[config.mk]
export PLATFORM = sky130hd
export DESIGN_NAME = snd_scheduler
export DESIGN_NICKNAME = d
export VERILOG_FILES = /design/src/rtl/snd_pkg.sv /design/src/rtl/snd_prio_enc.sv /design/src/rtl/snd_scheduler.sv
export SDC_FILE = /design/constraint.sdc
export NUM_CORES = 1
export LEC_CHECK = 0
export CAP_MARGIN = 20
export CELL_PAD_IN_SITES_DETAIL_PLACEMENT = 1
export CELL_PAD_IN_SITES_GLOBAL_PLACEMENT = 2
export CORE_AREA = 2 2 86 88
export DETAILED_ROUTE_END_ITERATION = 16
export DIE_AREA = 0 0 88 90
export PLACE_DENSITY = 0.82
export REMOVE_ABC_BUFFERS = 1
export SYNTH_ARGS = -nofsm -noshare
export SYNTH_HDL_FRONTEND = slang
export SYNTH_SLANG_ARGS = --single-unit
[constraint.sdc]
create_clock -name clk_50 -period 4.2 [get_ports clk_50]
set_input_delay 0.84 -clock clk_50 [delete_from_list [all_inputs] [get_ports clk_50]]
set_output_delay 0.84 -clock clk_50 [all_outputs]
set_load 0.05 [all_outputs]
[src/rtl/snd_pkg.sv]
// Shared sound IDs, sample ROM ranges, priority table and scheduler state encoding.
package snd_pkg;

  typedef enum logic [2:0] {
    SndTictac    = 3'd0,
    SndExplosion = 3'd1,
    SndPickItem  = 3'd2,
    SndOuch      = 3'd3,
    SndCri       = 3'd4,
    SndHeartBeat = 3'd5
  } snd_id_e;

  localparam int unsigned NumSnd = 6;

  localparam logic [15:0] TictacStart    = 16'd0;
  localparam logic [15:0] TictacEnd      = 16'd3846;
  localparam logic [15:0] ExplosionStart = 16'd3847;
  localparam logic [15:0] ExplosionEnd   = 16'd11964;
  localparam logic [15:0] PickItemStart  = 16'd11965;
  localparam logic [15:0] PickItemEnd    = 16'd14365;
  localparam logic [15:0] OuchStart      = 16'd14366;
  localparam logic [15:0] OuchEnd        = 16'd17886;
  localparam logic [15:0] CriStart       = 16'd17887;
  localparam logic [15:0] CriEnd         = 16'd21407;

  // Index 0 is the highest priority.
  localparam snd_id_e PrioOrder [NumSnd] = '{
    SndExplosion, SndCri, SndOuch, SndPickItem, SndHeartBeat, SndTictac
  };

  typedef logic [1:0] sched_state_t;
  localparam sched_state_t StIdle  = 2'd0;
  localparam sched_state_t StPlay  = 2'd1;
  localparam sched_state_t StAbort = 2'd2;

  function automatic logic [2:0] prio_rank(logic [2:0] id);
    logic [2:0] rank;
    rank = 3'(NumSnd - 1);
    for (int r = 0; r < NumSnd; r++) begin
      if (PrioOrder[r] == id) rank = 3'(r);
    end
    return rank;
  endfunction

  function automatic logic [15:0] snd_start_addr(logic [2:0] id);
    case (id)
      SndExplosion:             return ExplosionStart;
      SndPickItem, SndHeartBeat: return PickItemStart;
      SndOuch:                  return OuchStart;
      SndCri:                   return CriStart;
      default:                  return TictacStart;
    endcase
  endfunction

  function automatic logic [15:0] snd_end_addr(logic [2:0] id);
    case (id)
      SndExplosion:             return ExplosionEnd;
      SndPickItem, SndHeartBeat: return PickItemEnd;
      SndOuch:                  return OuchEnd;
      SndCri:                   return CriEnd;
      default:                  return TictacEnd;
    endcase
  endfunction

endpackage

[src/rtl/snd_prio_enc.sv]
// Fixed-priority encoder: picks the highest-priority set bit of pending using the package table.
module snd_prio_enc
  import snd_pkg::*;
#(
  parameter int unsigned N_SND = 6
) (
  input  logic [N_SND-1:0] pending,
  output logic [2:0]       win_id,
  output logic             valid
);

  // Walk from lowest to highest priority so the last hit is the winner.
  always_comb begin
    win_id = 3'd0;
    valid  = 1'b0;
    for (int r = NumSnd - 1; r >= 0; r--) begin
      if (int'(PrioOrder[r]) < int'(N_SND) && pending[PrioOrder[r]]) begin
        win_id = PrioOrder[r];
        valid  = 1'b1;
      end
    end
  end

endmodule

[src/rtl/snd_scheduler.sv]
// Sound request scheduler: queues requests and launches the sample player by priority.
// Optional preemption of a lower-priority sound is enabled with `define SND_PREEMPT_EN.
module snd_scheduler
  import snd_pkg::*;
#(
  parameter int unsigned N_SND  = 6,
  parameter int unsigned ADDR_W = 16
) (
  input  logic              clk_50,
  input  logic              reset_n,
  input  logic [N_SND-1:0]  req,
  input  logic              play_ready,
  input  logic              play_done,
  output logic              play_start,
  output logic [ADDR_W-1:0] play_start_addr,
  output logic [ADDR_W-1:0] play_end_addr,
  output logic [2:0]        play_id,
  output logic              play_abort,
  output logic [N_SND-1:0]  pending,
  output logic              busy,
  output logic [7:0]        merge_cnt
);

  sched_state_t      state_q, state_d;
  logic [N_SND-1:0]  pending_q, pending_d, grant_mask, merges;
  logic [7:0]        merge_cnt_q, merge_cnt_d;
  logic [3:0]        merge_add;
  logic [8:0]        merge_sum;
  logic              play_start_q;
  logic [2:0]        play_id_q;
  logic [ADDR_W-1:0] start_addr_q, end_addr_q;
  logic [2:0]        win_id;
  logic              win_valid;
  logic              grant;
  logic              preempt;

  snd_prio_enc #(
    .N_SND(N_SND)
  ) u_prio_enc (
    .pending(pending_q),
    .win_id (win_id),
    .valid  (win_valid)
  );

  assign grant      = (state_q == StIdle) && win_valid && play_ready;
  assign grant_mask = grant ? (N_SND'(1) << win_id) : '0;

`ifdef SND_PREEMPT_EN
  assign preempt = (state_q == StPlay) && !play_done && win_valid &&
                   (prio_rank(win_id) < prio_rank(play_id_q));
`else
  assign preempt = 1'b0;
`endif

  // A request landing on the grant edge re-arms the bit and is not a merge.
  assign merges    = req & pending_q & ~grant_mask;
  assign pending_d = (pending_q & ~grant_mask) | req;

  always_comb begin
    merge_add = 4'd0;
    for (int i = 0; i < int'(N_SND); i++) begin
      merge_add = merge_add + 4'(merges[i]);
    end
    merge_sum   = 9'(merge_cnt_q) + 9'(merge_add);
    merge_cnt_d = (merge_sum > 9'd255) ? 8'hFF : merge_sum[7:0];
  end

  always_comb begin
    state_d = state_q;
    case (state_q)
      StIdle: if (grant) state_d = StPlay;
      StPlay: begin
        if (play_done)    state_d = StIdle;
        else if (preempt) state_d = StAbort;
      end
`ifdef SND_PREEMPT_EN
      StAbort: if (play_ready) state_d = StIdle;
`endif
      default: state_d = StIdle;
    endcase
  end

  always_ff @(posedge clk_50 or negedge reset_n) begin
    if (!reset_n) begin
      state_q      <= StIdle;
      pending_q    <= '0;
      merge_cnt_q  <= 8'd0;
      play_start_q <= 1'b0;
      play_id_q    <= 3'd0;
      start_addr_q <= '0;
      end_addr_q   <= '0;
    end else begin
      state_q      <= state_d;
      pending_q    <= pending_d;
      merge_cnt_q  <= merge_cnt_d;
      play_start_q <= grant;
      if (grant) begin
        play_id_q    <= win_id;
        start_addr_q <= ADDR_W'(snd_start_addr(win_id));
        end_addr_q   <= ADDR_W'(snd_end_addr(win_id));
      end
    end
  end

`ifdef SND_PREEMPT_EN
  logic play_abort_q;
  always_ff @(posedge clk_50 or negedge reset_n) begin
    if (!reset_n) play_abort_q <= 1'b0;
    else          play_abort_q <= preempt;
  end
  assign play_abort = play_abort_q;
`else
  assign play_abort = 1'b0;
`endif

  assign play_start      = play_start_q;
  assign play_start_addr = start_addr_q;
  assign play_end_addr   = end_addr_q;
  assign play_id         = play_id_q;
  assign pending         = pending_q;
  assign busy            = (state_q != StIdle);
  assign merge_cnt       = merge_cnt_q;

endmodule

==> results.py, run 1 <==
metrics = {
    "critical_path": {
        "path_max_fanout": 4,
        "rrSetupSlack_ns": 0.44,
        "required_ns": 4.38,
        "r2r_end": "merge_cnt[6]$_DFF_PN0_",
        "cp_data_arrival_time_ns": 4.12,
        "critPathKind": "input pin to flop",
        "rr_worst_depth": 12,
        "cp-startpoint": "play_ready",
        "crit_end": "merge_cnt[6]$_DFF_PN0_",
        "r2r-start": "pending[3]$_DFF_PN0_",
        "crit_path_end_kind": "flop",
        "cp-start-kind": "input pin",
    },
    "yosys": {
        "synth_common_cells": "dfrtp_1 (38), nand2_1 (25), buf_4 (15), nor2_1 (15), o21ai_0 (14)",
        "synth_top_area_share_pct": 49.4,
        "netlist_area_um2": 1930,
        "yosysMostFrequentCell": "dfrtp_1",
        "synth_area_leaders": "dfrtp_1 (49%), buf_4 (5.8%), nand2_1 (4.9%)",
        "avgSynthCellArea_um2": 10.2,
        "yosysTopAreaCell": "dfrtp_1",
        "synth.distinct_cells": 40,
        "async_flop_share_pct": 100,
        "ys.flop_type": "dfrtp_1",
        "yosysSeqAreaShare_pct": 49.4,
        "synth_edf_count": 0,
        "ys_ff_latch": 38,
        "ys_warn_count": 0,
        "synthCells": 189,
    },
    "placement": {
        "routabilityCongestion": 0.748,
        "dpl-instance-area_um2": 2540,
        "io_buffers": 58,
        "hpwl_mm": 3.48,
    },
    "die": {
        "design.core.area_um2": 7020,
        "die_w_um": 88,
        "io_pins": 62,
        "start_util_pct": 27.4,
        "die_y_um": 90,
        "die_area_um2": 7920,
        "row_count": 31,
    },
    "run": {
        "cap_violations": 0,
    },
    "route": {
        "antenna_left": 0,
        "drc": 0,
        "vias_per_cell": 4.40,
        "wl_mm": 4.68,
        "wl_per_cell_um": 13.6,
        "drt_pass1_iterations": 4,
        "route.vias.total": 1517,
        "drt-initial-drc-count": 41,
    },
    "cells_and_area": {
        "antenna_cells": 0,
        "drive_above_1_share_pct": 13.0,
        "areaGrowthSynthToFinish_pct": 36.9,
        "final_nets": 262,
        "stdcell_area_um2": 2640,
    },
    "sta": {
        "fin_worst_skew_ns": 0.00387,
        "setup_viol": 0,
        "timing.fmax_mhz": 254,
        "whs_ns": 0.475,
        "worst_slew_pin_slew_ns": 0.882,
        "finalHoldViolations": 0,
        "fin_crit_ns": 3.94,
        "rsz0062_at_grt": "no",
        "slew_violations": 0,
        "fin_crit_sh_pct": 93.9,
        "slew_headroom_pct": 41.2,
    },
    "cts": {
        "htree_levels": 2,
        "cts_sinks": 38,
        "clk_root_buffer_cell": "clkbuf_8",
        "insertion_delay_ns": 0.29,
        "cts_tree": "done",
        "clk_pin_slew_worst_paths_ns": 0.07,
        "ctsLongestPathBuffers": 2,
        "numCtsBuffers": 5,
        "cts_setup_buffers": 0,
    },
    "power_and_ir_drop": {
        "p_leak_nw": 1.11,
        "power_density_nw_per_um2": 620,
        "power.ir.vdd_worst_v": 0.000434,
    },
    "global_routing": {
        "grt_max_degree": 39,
        "grt_pass1_vias": 1641,
        "track_usage_pct": 13.0,
        "antenna_found_initial": 0,
        "gr-total-overflow": 0,
        "grt_pass1_wl_mm": 8.06,
    },
    "min_path": {
        "hp-class": "flop to flop",
    },
    "run_status": {
        "status": "completed",
    },
}
[worst max-delay path, stage by stage]
cell and delay [ns]:
clkdlybuf4s50_1 0.48, nand2b_1 0.12, o21ai_0 0.28, nor2_1 0.10
fa_1 0.49, fa_1 0.52, fa_1 0.45, inv_1 0.08
fa_1 0.20, nor2b_2 0.07, o21ai_0 0.16, mux2_2 0.35
[cell usage in the layout, fill, tap and decap left out, types with 2 or more instances in the layout]
| cell | synthesis | layout |
|---|---|---|
| a21o_1 | 5 | 5 |
| a21oi_1 | 6 | 6 |
| a31oi_1 | 3 | 3 |
| and3_1 | 3 | 3 |
| buf_4 | 15 | 10 |
| clkbuf_8 | 0 | 6 |
| clkdlybuf4s50_1 | 0 | 57 |
| conb_1 | 1 | 3 |
| dfrtp_1 | 38 | 38 |
| fa_1 | 4 | 4 |
| ha_1 | 3 | 3 |
| inv_1 | 12 | 12 |
| mux2_2 | 2 | 2 |
| mux2i_1 | 2 | 2 |
| nand2_1 | 25 | 25 |
| nand2b_1 | 3 | 3 |
| nand3_1 | 2 | 2 |
| nand4_1 | 2 | 2 |
| nor2_1 | 15 | 15 |
| nor2_2 | 2 | 2 |
| nor3_1 | 2 | 2 |
| nor3_2 | 2 | 2 |
| o21a_1 | 2 | 2 |
| o21ai_0 | 14 | 14 |
| o21ai_1 | 3 | 3 |
| o31ai_1 | 3 | 3 |
| o31ai_2 | 3 | 3 |
[sequential cells by signal, summed over array words and instances (netlist names)]
register / count
play_start: 1
state_q: 1
play_start_addr: 7
pending: 6
play_end_addr: 12
play_id: 3
merge_cnt: 8
[cells by family after synthesis]
group / Yosys count / synth area share [%]
buffers and inverters: 34 / 11.6
AO/OA/AOI/OAI: 45 / 15.7
XOR/XNOR: 1 / 0.455
adder cells (fa/ha/maj): 7 / 6.10
multiplexers: 4 / 2.21
AND/OR/NAND/NOR: 59 / 14.4
other: 1 / 0.195
flip-flops: 38 / 49.4
[report_power, final]
group          total, W  leakage, nW  switching, W  internal, W
Clock          0.000267       0.0472      0.000135     0.000132
Combinational  0.000860        0.633      0.000539     0.000321
Sequential     0.000508        0.431     0.0000685     0.000440
[metal layers]
layer	vias to the layer above	share of wire [%]	track usage [%]	wire, um
met1	729	46	17.3	2150
met2	45	47	20.1	2180
met3	7	6.0	3.12	280
li1	736	-	-	-
met4	0	1.3	5.00	59
met5	-	0	0	0
[through the flow]
stage	total power, W	util, %	setup WS (ns)	TNS [ns]	cells
2_1_floorplan	0.00107	-	0.360	0	170
3_3_place_gp	0.00137	36.2	-0.00749	-0.00749	337
3_5_place_dp	0.00138	36.2	-0.0978	-0.366	337
4_1_cts	0.00166	37.6	0.211	0	345
5_1_grt	0.00175	37.6	0.00279	0	345
6_report	0.00164	37.6	0.257	0	345
[cell type report]
class                   instances  area, um2
fillers                       803       4380
flip-flops and latches         38        951
multi-input cells             119        762
repair buffers                 68        651
well taps                      99        124
clock buffers                   6       82.6
inverters                      13       56.3
clock inverters                 2       12.5
[repair_timing]
item / in CTS / in global routing
gates resized for setup: 0 / 1
setup endpoints to repair: 0 / 5
endpoints found under the hold margin: 0 / 0
hold buffers: 0 / 0
[worst min path at each step]
stage | from | end | slack [ns] | depth (start not counted)
global route | play_end_addr[2]$_DFFE_PN0N_ | play_end_addr[2]$_DFFE_PN0N_ | 0.50 | 1
CTS | play_end_addr[2]$_DFFE_PN0N_ | play_end_addr[2]$_DFFE_PN0N_ | 0.49 | 1
finish | play_end_addr[2]$_DFFE_PN0N_ | play_end_addr[2]$_DFFE_PN0N_ | 0.47 | 1
global placement | play_end_addr[2]$_DFFE_PN0N_ | play_end_addr[2]$_DFFE_PN0N_ | 0.46 | 1
detailed placement | play_end_addr[2]$_DFFE_PN0N_ | play_end_addr[2]$_DFFE_PN0N_ | 0.46 | 1
floorplan | reset_n | merge_cnt[0]$_DFF_PN0_ | 0.54 | 0
No activity file was read; power rests on OpenSTA's default activity.
==> inputs of run 2 (changes only) <==
--- a/config.mk
+++ b/config.mk
@@ -12,7 +12,6 @@
 export DETAILED_ROUTE_END_ITERATION = 16
 export DIE_AREA = 0 0 88 90
 export PLACE_DENSITY = 0.82
-export REMOVE_ABC_BUFFERS = 1
 export SYNTH_ARGS = -nofsm -noshare
 export SYNTH_HDL_FRONTEND = slang
 export SYNTH_SLANG_ARGS = --single-unit
==> run 2 against run 1 <==
Compared with the run above: worst setup slack worse by 0.024 ns; utilization down 0.054 points; hold slack better by 0.0059 ns; critical endpoint unchanged; largest cell class unchanged; highest routed layer unchanged.
==> results.py, run 2 (synthesis results as in run 1) <==
metrics = {
    "critical_path": {
        "crit_path_max_incr_delay_ns": 0.53,
        "path_max_fanout": 4,
        "rr_worst_depth": 13,
        "critical-path-top-delay-family": "adder cells",
        "rrSetupSlack_ns": 0.38,
        "crit_path_end_kind": "flop",
        "critPathKind": "input pin to flop",
        "cp_data_arrival_time_ns": 4.14,
        "r2r_end": "merge_cnt[6]$_DFF_PN0_",
        "r2r-start": "pending[3]$_DFF_PN0_",
        "cp-start-kind": "input pin",
        "required_ns": 4.38,
        "cp_common_cell": "fa_1",
        "path_buf_inv": 2,
        "crit_chain": "clkdlybuf4s50_1 -> nand2b_1 -> o21ai_0 -> nor2_1 -> fa_1 -> fa_1 -> fa_1 -> inv_1 -> fa_1 -> nor2b_2 -> o21ai_0 -> mux2_2",
        "cp_slowest_cell": "fa_1",
    },
    "route": {
        "route.vias.total": 1512,
        "wl_per_cell_um": 14.1,
        "drc": 0,
        "drt_pass1_iterations": 4,
        "drt-initial-drc-count": 66,
        "vias_per_cell": 4.38,
        "antenna_left": 0,
        "wl_mm": 4.87,
    },
    "power_and_ir_drop": {
        "p_leak_nw": 1.11,
        "p_switching_w": 0.000745,
        "swShare_pct": 45.5,
        "power_density_nw_per_um2": 622,
        "power_frac_comb_pct": 52.4,
        "pwr-share-clk_pct": 16.0,
        "power.ir.vdd_worst_v": 0.000390,
        "p_int_w": 0.000892,
        "power_frac_seq_pct": 31.6,
    },
    "cts": {
        "insertion_delay_ns": 0.29,
        "cts_sinks": 38,
        "cts_resized": 0,
        "ctsLongestPathBuffers": 2,
        "cts_setup_buffers": 0,
        "htree_levels": 2,
        "clk_root_buffer_cell": "clkbuf_8",
        "numCtsBuffers": 5,
        "clk_pin_slew_worst_paths_ns": 0.08,
        "cts_hold_buf": 0,
        "cts_tree": "done",
    },
    "sta": {
        "fin_crit_ns": 3.97,
        "finalHoldViolations": 0,
        "rsz0062_at_grt": "no",
        "setup_viol": 0,
        "worst_slew_pin_slew_ns": 0.877,
        "fin_crit_sh_pct": 94.5,
        "slew_violations": 0,
        "fin_worst_skew_ns": 0.00401,
        "timing.fmax_mhz": 252,
        "fin_tns_setup_ns": 0,
        "slew_headroom_pct": 41.6,
        "whs_ns": 0.481,
    },
    "placement": {
        "hpwl_mm": 3.72,
        "io_buffers": 58,
        "routabilityCongestion": 0.791,
    },
    "cells_and_area": {
        "final_nets": 262,
        "mostFrequentLayoutCells": "clkdlybuf4s50_1 (57), dfrtp_1 (38), nand2_1 (25)",
        "drive_above_1_share_pct": 12.6,
        "antenna_cells": 0,
        "final_common_cell": "clkdlybuf4s50_1",
        "areaGrowthSynthToFinish_pct": 36.8,
        "largest_reg_flops": 12,
        "fill_cells": 816,
    },
    "global_routing": {
        "grt_pass1_vias": 1662,
        "gr-total-overflow": 0,
        "grt_pass1_wl_mm": 8.29,
        "antenna_found_initial": 0,
        "track_usage_pct": 13.5,
        "grt_max_degree": 39,
    },
    "die": {
        "design.core.area_um2": 7020,
        "die_w_um": 88,
        "start_util_pct": 27.4,
        "io_pins": 62,
        "die_y_um": 90,
        "row_count": 31,
        "die_area_um2": 7920,
    },
    "run": {
        "cap_violations": 0,
    },
    "min_path": {
        "whs_endpoint": "play_end_addr[2]$_DFFE_PN0N_",
        "hold-path-cell-count": 1,
        "hp-class": "flop to flop",
        "hold_path.startpoint": "play_end_addr[2]$_DFFE_PN0N_",
    },
    "run_status": {
        "status": "completed",
    },
}
## run 2: cell types whose count changed in the layout (fill, tap and decap cells not counted), sizes merged
| cell | delta |
|---|---|
| clkbuf | +1 |
| clkinvlp | -1 |
## run 2: layout make-up
cell class,instances,area (um2),share of cell area [%]
flip-flops and latches,38,951,36.1
multi-input cells,119,762,28.9
clock inverters,1,5.00,0.190
inverters,13,56.3,2.14
clock buffers,7,86.3,3.28
repair buffers,68,651,24.7
well taps,99,124,4.70
## run 2: metal layers
| layer | global-route usage [%] | wire length, um |
|---|---|---|
| met1 | 18.4 | 2270 |
| met2 | 21.2 | 2310 |
| met3 | 3.31 | 223 |
| met4 | 3.85 | 64 |
| met5 | 0 | 0 |
## run 2: worst max path at each step
stage | cells past startpoint | endpoint | start | slack, ns
after detailed placement | 12 | merge_cnt[6]$_DFF_PN0_ | play_ready | -0.11
after CTS | 13 | merge_cnt[5]$_DFF_PN0_ | play_ready | 0.20
after global placement | 12 | merge_cnt[6]$_DFF_PN0_ | play_ready | 0.06
after global routing | 12 | merge_cnt[6]$_DFF_PN0_ | play_ready | 0.02
after floorplan | 14 | merge_cnt[5]$_DFF_PN0_ | pending[3]$_DFF_PN0_ | 0.29
final | 12 | merge_cnt[6]$_DFF_PN0_ | play_ready | 0.23
## run 2: worst reg2reg max path, stage by stage, from the launching register on
cell	delay, ns
dfrtp_1	0.40
buf_4	0.18
nor2_1	0.23
nand2_1	0.16
o21ai_0	0.30
nor2_1	0.10
fa_1	0.48
fa_1	0.53
fa_1	0.46
inv_1	0.08
fa_1	0.20
nor2b_2	0.07
o21ai_0	0.17
mux2_2	0.36
## run 2: power by group through the flow
stage / Combinational, W / Sequential, W / Clock [W]
after detailed placement: 0.000864 / 0.000524 / 0
after global placement: 0.000840 / 0.000523 / 0
final: 0.000859 / 0.000517 / 0.000262
after global routing: 0.000928 / 0.000532 / 0.000292
after CTS: 0.000866 / 0.000520 / 0.000275
after floorplan: 0.000360 / 0.000751 / 0
## run 2: stage by stage
| step | total power (W) | area [um2] | std cells | util, % | setup WS (ns) |
|---|---|---|---|---|---|
| finish | 0.00164 | 2640 | 345 | 37.5 | 0.233 |
| global placement | 0.00136 | 2540 | 337 | 36.2 | 0.0644 |
| detailed placement | 0.00139 | 2540 | 337 | 36.2 | -0.106 |
| floorplan | 0.00111 | 1930 | 191 | - | 0.285 |
| global route | 0.00175 | 2640 | 345 | 37.5 | 0.0153 |
| CTS | 0.00166 | 2630 | 345 | 37.5 | 0.201 |
==> inputs of run 3 (changes only) <==
--- a/config.mk
+++ b/config.mk
@@ -5,7 +5,6 @@
 export SDC_FILE = /design/constraint.sdc
 export NUM_CORES = 1
 export LEC_CHECK = 0
-export CAP_MARGIN = 20
 export CELL_PAD_IN_SITES_DETAIL_PLACEMENT = 1
 export CELL_PAD_IN_SITES_GLOBAL_PLACEMENT = 2
 export CORE_AREA = 2 2 86 88
==> results of run 3 <==
No change in the layout: final DEF, timing and power equal those of run 2.
